### src/rtl/dmem_access_master_pkg.sv
// Shared definitions for the data-memory access master: access-size encodings,
// FSM state type, request payload and the default data-memory window.
package dmem_access_master_pkg;

    localparam int unsigned ADDR_W = 32;
    localparam int unsigned DATA_W = 32;

    // Default data-memory window, also used by dmemory models and benches.
    localparam logic [ADDR_W-1:0] BASE_ADDR = 32'h0100_0000;
    localparam int unsigned       MEM_BYTES = 1048576;

    // Access-size encodings (funct3[1:0] and mem_access_size).
    localparam logic [1:0] SZ_BYTE = 2'd0;
    localparam logic [1:0] SZ_HALF = 2'd1;
    localparam logic [1:0] SZ_WORD = 2'd2;

    typedef enum logic [1:0] {
        IDLE    = 2'd0,
        ACCESS  = 2'd1,
        CAPTURE = 2'd2,
        RESP    = 2'd3
    } state_e;

    // Latched load/store request.
    typedef struct packed {
        logic              store;
        logic [2:0]        funct3;
        logic [ADDR_W-1:0] addr;
        logic [DATA_W-1:0] wdata;
    } dmem_req_t;

    // Number of bytes touched by an access of the given size.
    function automatic logic [2:0] size_bytes(input logic [1:0] size);
        case (size)
            SZ_BYTE: size_bytes = 3'd1;
            SZ_HALF: size_bytes = 3'd2;
            default: size_bytes = 3'd4;
        endcase
    endfunction

    // Natural alignment of an access from its two low address bits.
    function automatic logic is_aligned(input logic [1:0] size, input logic [1:0] addr_lo);
        case (size)
            SZ_BYTE: is_aligned = 1'b1;
            SZ_HALF: is_aligned = ~addr_lo[0];
            default: is_aligned = (addr_lo == 2'b00);
        endcase
    endfunction

endpackage

### src/rtl/dmem_access_master_load_extend.sv
// Combinational size/sign extension of LSB-aligned load data.
// Ports:
//   raw_data    - assembled load bytes, LSB-aligned
//   size        - 0=byte, 1=half, 2=word
//   is_unsigned - 1 selects zero extension
//   ext_data_c  - extended 32-bit result (combinational)
module dmem_access_master_load_extend
    import dmem_access_master_pkg::*;
(
    input  logic [DATA_W-1:0] raw_data,
    input  logic [1:0]        size,
    input  logic              is_unsigned,
    output logic [DATA_W-1:0] ext_data_c
);

    logic sign_byte;
    logic sign_half;

    assign sign_byte = raw_data[7]  & ~is_unsigned;
    assign sign_half = raw_data[15] & ~is_unsigned;

    // Replicate the selected sign bit above the accessed width.
    always_comb begin
        ext_data_c = raw_data;
        case (size)
            SZ_BYTE: ext_data_c = {{24{sign_byte}}, raw_data[7:0]};
            SZ_HALF: ext_data_c = {{16{sign_half}}, raw_data[15:0]};
            default: ext_data_c = raw_data;
        endcase
    end

endmodule

### src/rtl/dmem_access_master.sv
// Initiator side of the dmemory port. Accepts one load/store per handshake,
// range-checks it, issues one beat (aligned) or byte beats (misaligned half/word),
// reassembles and extends load data, and returns a held response.
// Ports:
//   clock, reset_n                       - clock, synchronous active-low reset
//   req_valid/req_ready                  - request handshake (ready only in IDLE)
//   req_store, req_funct3, req_addr, req_wdata - request payload
//   rsp_valid/rsp_ready                  - response handshake, response held until taken
//   rsp_rdata, rsp_err                   - extended load data, range/size error
//   mem_address, mem_read_write, mem_access_size, mem_load_un, mem_data_in - beat to dmemory
//   mem_data_out                         - dmemory read data, valid the cycle after the address
module dmem_access_master #(
    parameter logic [31:0] BASE_ADDR = dmem_access_master_pkg::BASE_ADDR,
    parameter int unsigned MEM_BYTES = dmem_access_master_pkg::MEM_BYTES
) (
    input  logic        clock,
    input  logic        reset_n,
    input  logic        req_valid,
    output logic        req_ready,
    input  logic        req_store,
    input  logic [2:0]  req_funct3,
    input  logic [31:0] req_addr,
    input  logic [31:0] req_wdata,
    output logic        rsp_valid,
    input  logic        rsp_ready,
    output logic [31:0] rsp_rdata,
    output logic        rsp_err,
    output logic [31:0] mem_address,
    output logic        mem_read_write,
    output logic [1:0]  mem_access_size,
    output logic        mem_load_un,
    output logic [31:0] mem_data_in,
    input  logic [31:0] mem_data_out
);

    import dmem_access_master_pkg::*;

    // End of the legal window, kept in 33 bits so address wrap is caught.
    localparam logic [32:0] MEM_END = 33'(BASE_ADDR) + 33'(MEM_BYTES);

    state_e            state_q, state_d;
    dmem_req_t         req_q, req_d;
    logic              split_q, split_d;
    logic [1:0]        beat_q, beat_d;
    logic [DATA_W-1:0] asm_q, asm_d;

    logic              req_ready_q, req_ready_d;
    logic              rsp_valid_q, rsp_valid_d;
    logic [DATA_W-1:0] rsp_rdata_q, rsp_rdata_d;
    logic              rsp_err_q, rsp_err_d;
    logic [ADDR_W-1:0] mem_address_q, mem_address_d;
    logic              mem_read_write_q, mem_read_write_d;
    logic [1:0]        mem_access_size_q, mem_access_size_d;
    logic              mem_load_un_q, mem_load_un_d;
    logic [DATA_W-1:0] mem_data_in_q, mem_data_in_d;

    logic              illegal_size_c;
    logic              range_err_c;
    logic [32:0]       acc_end_c;
    logic              last_beat_c;
    logic [DATA_W-1:0] asm_merge_c;
    logic [DATA_W-1:0] ext_data_c;

    // Request classification on the live request inputs.
    always_comb begin
        illegal_size_c = (req_funct3[1:0] == 2'd3);
        acc_end_c      = {1'b0, req_addr} + 33'(size_bytes(req_funct3[1:0]));
        range_err_c    = (req_addr < BASE_ADDR) || (acc_end_c > MEM_END);
    end

    // Current beat is the final one of the latched request.
    assign last_beat_c = ~split_q ||
                         (beat_q == 2'(size_bytes(req_q.funct3[1:0]) - 3'd1));

    // Returned byte merged into its lane of the assembly register.
    always_comb begin
        asm_merge_c = asm_q;
        asm_merge_c[{beat_q, 3'b000} +: 8] = mem_data_out[7:0];
    end

    dmem_access_master_load_extend u_load_extend (
        .raw_data    (asm_merge_c),
        .size        (req_q.funct3[1:0]),
        .is_unsigned (req_q.funct3[2]),
        .ext_data_c  (ext_data_c)
    );

    // Next-state and registered-output logic.
    always_comb begin
        state_d           = state_q;
        req_d             = req_q;
        split_d           = split_q;
        beat_d            = beat_q;
        asm_d             = asm_q;
        rsp_rdata_d       = rsp_rdata_q;
        rsp_err_d         = rsp_err_q;
        mem_address_d     = mem_address_q;
        mem_access_size_d = mem_access_size_q;
        mem_load_un_d     = mem_load_un_q;
        mem_data_in_d     = mem_data_in_q;
        mem_read_write_d  = 1'b0;

        case (state_q)
            IDLE: begin
                if (req_valid && req_ready_q) begin
                    req_d.store  = req_store;
                    req_d.funct3 = req_funct3;
                    req_d.addr   = req_addr;
                    req_d.wdata  = req_wdata;
                    split_d      = ~is_aligned(req_funct3[1:0], req_addr[1:0]);
                    beat_d       = 2'd0;
                    asm_d        = '0;
                    rsp_rdata_d  = '0;
                    if (illegal_size_c || range_err_c) begin
                        rsp_err_d = 1'b1;
                        state_d   = RESP;
                    end else begin
                        rsp_err_d = 1'b0;
                        state_d   = ACCESS;
                    end
                end
            end
            ACCESS: begin
                if (!req_q.store) begin
                    state_d = CAPTURE;
                end else if (last_beat_c) begin
                    state_d = RESP;
                end else begin
                    beat_d = beat_q + 2'd1;
                end
            end
            CAPTURE: begin
                if (!split_q) begin
                    // dmemory already extended a single-beat load.
                    rsp_rdata_d = mem_data_out;
                    state_d     = RESP;
                end else begin
                    asm_d = asm_merge_c;
                    if (last_beat_c) begin
                        rsp_rdata_d = ext_data_c;
                        state_d     = RESP;
                    end else begin
                        beat_d  = beat_q + 2'd1;
                        state_d = ACCESS;
                    end
                end
            end
            RESP: begin
                if (rsp_ready) begin
                    state_d = IDLE;
                end
            end
            default: state_d = IDLE;
        endcase

        req_ready_d = (state_d == IDLE);
        rsp_valid_d = (state_d == RESP);

        // Beat to be presented while in ACCESS after this edge.
        if (state_d == ACCESS) begin
            mem_read_write_d = req_d.store;
            if (split_d) begin
                mem_address_d     = req_d.addr + 32'(beat_d);
                mem_access_size_d = SZ_BYTE;
                mem_load_un_d     = 1'b1;
                mem_data_in_d     = {24'h0, req_d.wdata[{beat_d, 3'b000} +: 8]};
            end else begin
                mem_address_d     = req_d.addr;
                mem_access_size_d = req_d.funct3[1:0];
                mem_load_un_d     = req_d.funct3[2];
                mem_data_in_d     = req_d.wdata;
            end
        end
    end

    // State and output registers.
    always_ff @(posedge clock) begin
        if (!reset_n) begin
            state_q           <= IDLE;
            req_q             <= '0;
            split_q           <= 1'b0;
            beat_q            <= 2'd0;
            asm_q             <= '0;
            req_ready_q       <= 1'b1;
            rsp_valid_q       <= 1'b0;
            rsp_rdata_q       <= '0;
            rsp_err_q         <= 1'b0;
            mem_address_q     <= BASE_ADDR;
            mem_read_write_q  <= 1'b0;
            mem_access_size_q <= SZ_WORD;
            mem_load_un_q     <= 1'b0;
            mem_data_in_q     <= '0;
        end else begin
            state_q           <= state_d;
            req_q             <= req_d;
            split_q           <= split_d;
            beat_q            <= beat_d;
            asm_q             <= asm_d;
            req_ready_q       <= req_ready_d;
            rsp_valid_q       <= rsp_valid_d;
            rsp_rdata_q       <= rsp_rdata_d;
            rsp_err_q         <= rsp_err_d;
            mem_address_q     <= mem_address_d;
            mem_read_write_q  <= mem_read_write_d;
            mem_access_size_q <= mem_access_size_d;
            mem_load_un_q     <= mem_load_un_d;
            mem_data_in_q     <= mem_data_in_d;
        end
    end

    assign req_ready       = req_ready_q;
    assign rsp_valid       = rsp_valid_q;
    assign rsp_rdata       = rsp_rdata_q;
    assign rsp_err         = rsp_err_q;
    assign mem_address     = mem_address_q;
    assign mem_read_write  = mem_read_write_q;
    assign mem_access_size = mem_access_size_q;
    assign mem_load_un     = mem_load_un_q;
    assign mem_data_in     = mem_data_in_q;

endmodule

### config.mk
export PLATFORM = sky130hd
export DESIGN_NAME = dmem_access_master
export DESIGN_NICKNAME = d
export VERILOG_FILES = /design/src/rtl/dmem_access_master_pkg.sv /design/src/rtl/dmem_access_master_load_extend.sv /design/src/rtl/dmem_access_master.sv
export SDC_FILE = /design/constraint.sdc
export NUM_CORES = 1
export LEC_CHECK = 0
export CORE_MARGIN = 2
export CORE_UTILIZATION = 57
export CTS_CLUSTER_SIZE = 20
export DETAILED_ROUTE_END_ITERATION = 8
export MAX_ROUTING_LAYER = met4
export PLACE_DENSITY = 0.84
export SYNTH_ARGS = -nofsm -noshare
export SYNTH_HDL_FRONTEND = slang
export SYNTH_SLANG_ARGS = --single-unit
### constraint.sdc
create_clock -name clock -period 9.7 [get_ports clock]
set_input_delay 1.94 -clock clock [delete_from_list [all_inputs] [get_ports clock]]
set_output_delay 1.94 -clock clock [all_outputs]
set_load 0.005 [all_outputs]
==> impl_metrics.ini <==
[status]
outcome = completed

[global_route]
globalRouteOverflowTotal = 0
grt_max_degree = 94
grt_pass1_wl_um = 53030
antenna_found_initial = 0
grt_usage_pct = 34.13
first_global_vias = 9765
use_met1_pct = 47.57
busiest_layer = met2
grtUsageMet3_pct = 6.667
use_met2_pct = 51.75

[die]
io_pins = 207
core_um2 = 18090
initial_utilization_pct = 58.49
chipWidth_um = 140.2
fp-row-count = 49
die_area_um2 = 19670
die_y_um = 140.2

[synthesis]
yosys.area.top_type = dfxtp_1
synth_xor_area_share_pct = 2.980
synth.area.mux_share_pct = 10.05
synth_common_cells = dfxtp_1 (208), nand2_1 (208), nor2_1 (142)
ys_async_sr_fraction_pct = 0
synthDistinctLibCells = 68
synth_compound_area_share_pct = 17.14
synth_ff_type = dfxtp_1
syn_nets = 1438
ys_seq_area_share_pct = 39.36
ys_warn_count = 0
synth_area_um2 = 10580
synth_simple_gate_area_share_pct = 24.80
synth.area.top_cells = dfxtp_1 (39%), mux2i_1 (9.8%), nand2_1 (7.4%)
synth_top_area_share_pct = 39.36
synth_top_family_by_area = simple AND/OR/NAND/NOR gates
synth-edff-count = 0
synth-adder-area-share_pct = 1.561
syn-instance-count = 1322
yosys_register_bits = 208
postSynthAreaPerCell_um2 = 8.002

[cts]
cts_resized = 0
cts_htree_levels = 1
cts_root_buf = clkbuf_16
cts_buffers = 23
holdBufCountCts = 0
clk_pin_slew_worst_paths_ns = 0.06
cts_buffer_depth = 3
cts.sinks = 208
cts_setup_buffers = 0
worst_skew_pair.late_latency_ns = 0.50
cts_tree = done

[placed_design]
gp_congestion = 0.9533
io_buffers = 206
placedCellCount = 1681
place_ws_ns = 3.490
hpwl_um = 23030

[hold_path]
hp-class = reg -> reg
holdPathStages = 2
min_from = rsp_rdata[9]

[drt]
totalWireLength_um = 33690
remaining_drc_errors = 0
via_per_inst = 6.091
dr.pass1.iters = 6
wl_per_cell_um = 19.56
ant_nets = 0
vias = 10490
initialDrtViolationCount = 1288

[sta]
min_period_over_period_pct = 59.37
layout_min_cycle_time_ns = 5.759
finClkSkew_ns = 0.007396
rsz0062_at_grt = no
worst_pin_slew_ns = 1.191
fin_ws_ns = 3.941
tns_ns = 0
hold_violations = 0
maxClockFrequency_mhz = 173.7
hold_ws_ns = 0.4525
final_max_slew_viol_count = 0
setup_viol = 0
relSlewSlack_pct = 20.06

[worst_setup_path]
crit_arrival_ns = 6.11
end_kind = flip-flop
path_common_cell = inv_1
crit_slowest_cell = o2111ai_2
cp-startpoint = req_valid
critPathKind = in -> reg
worstReg2RegStart = req_q[65]
crit_cells = 17
worst-path-buf-inv = 4
cp_max_fo = 16
crit_family = compound AO/OA/AOI/OAI gates
cpPeakStageDelay_ns = 0.53
r2r_cells = 16
regToRegSetupSlack_ns = 4.77
cp.required_ns = 10.05
path_cells = clkdlybuf4s50_1 -> nand2_1 -> a21oi_1 -> o31ai_1 -> o2111ai_2 -> inv_1 -> ha_1 -> inv_1 -> fa_1 -> inv_1 -> o221ai_1 -> nor4b_2 -> nand2_1 -> xor2_1 -> mux2i_1 -> nor4_1 -> a31oi_1
worstSetupStartpointType = primary input

[power]
p_leak_nw = 5.120
total_power_mw = 2.531
vdd_ir_drop_max_mv = 0.1613
power_density_nw_per_um2 = 187.1

[final_layout]
diodes = 0
syn_to_final_growth_pct = 27.89
fillers = 1399
drive_gt1_share_pct = 5.425
finish.net_count = 1593
stdcell_count = 1722

[run]
maxCapViolCount = 0
[cell type report]
class                   instances  area [µm²]  share of cell area, %
clock inverters                18       255.2                  1.887
well taps                     229       286.5                  2.118
inverters                      18       70.07                 0.5179
repair buffers                222        2177                  16.09
clock buffers                  23       575.6                  4.254
flip-flops and latches        208        4164                  30.78
multi-input cells            1004        6001                  44.35
[metrics by stage]
stage          utilization [%]  cell area [µm²]
2_1_floorplan                -            10580
3_3_place_gp             70.21            12700
3_5_place_dp             70.21            12700
4_1_cts                  74.80            13530
5_1_grt                  74.80            13530
6_report                 74.80            13530
[cells by family after synthesis]
family | count (synthesis)
adder cells (fa/ha/maj) | 12
AND/OR/NAND/NOR | 563
AO/OA/AOI/OAI | 287
buffers and inverters | 110
multiplexers | 106
XOR/XNOR | 36
flip-flops | 208
[state kept, by name, summed over array words and instances (netlist names)]
| register | cells |
|---|---|
| mem_load_un | 1 |
| mem_access_size | 2 |
| beat_q | 2 |
| req_ready | 1 |
| req_q | 68 |
| rsp_rdata | 32 |
| rsp_valid | 1 |
| rsp_err | 1 |
| mem_read_write | 1 |
| mem_data_in | 32 |
| split_q | 1 |
| state_q | 2 |
| mem_address | 32 |
| asm_q | 32 |
[per-layer routing]
layer | part of all wire, % | up-vias
met2 | 45 | 546
li1 | - | 4950
met1 | 43 | 4939
met4 | 2.0 | 0
met5 | 0 | -
met3 | 10 | 54
[tightest hold or removal path: stages, from the launching register on]
cell,delay (ns)
dfxtp_1,0.31
nand2_1,0.05
a21oi_1,0.05
[report_power, final]
| group | internal, mW | switching (mW) |
|---|---|---|
| Clock | 0.595 | 0.367 |
| Combinational | 0.247 | 0.355 |
| Sequential | 0.922 | 0.0455 |
[path summary, 6_finish.rpt]
kind,endpoint
setup / recovery,mem_address[24]
hold / removal,rsp_rdata[9]
setup reg to reg,mem_address[24]
hold reg to reg,rsp_rdata[9]
[cell usage in the layout (no fill, tap or decap), drive strengths merged, types with 11 or more instances in the layout]
master,synthesis,routed
nand2,209,209
inv,17,18
o21ai,76,76
nand2b,20,20
buf,20,17
dfxtp,208,208
nand3,62,62
mux2i,104,104
xnor2,19,19
nand4,16,16
nor2b,26,26
a22oi,34,34
a31oi,21,21
a32o,11,11
and2,18,18
nor3,32,32
a21oi,84,84
clkbuf,72,23
xor2,17,17
clkdlybuf4s50,0,205
nor2,142,142
o211ai,12,12
No activity file was read; power rests on OpenSTA's default activity.
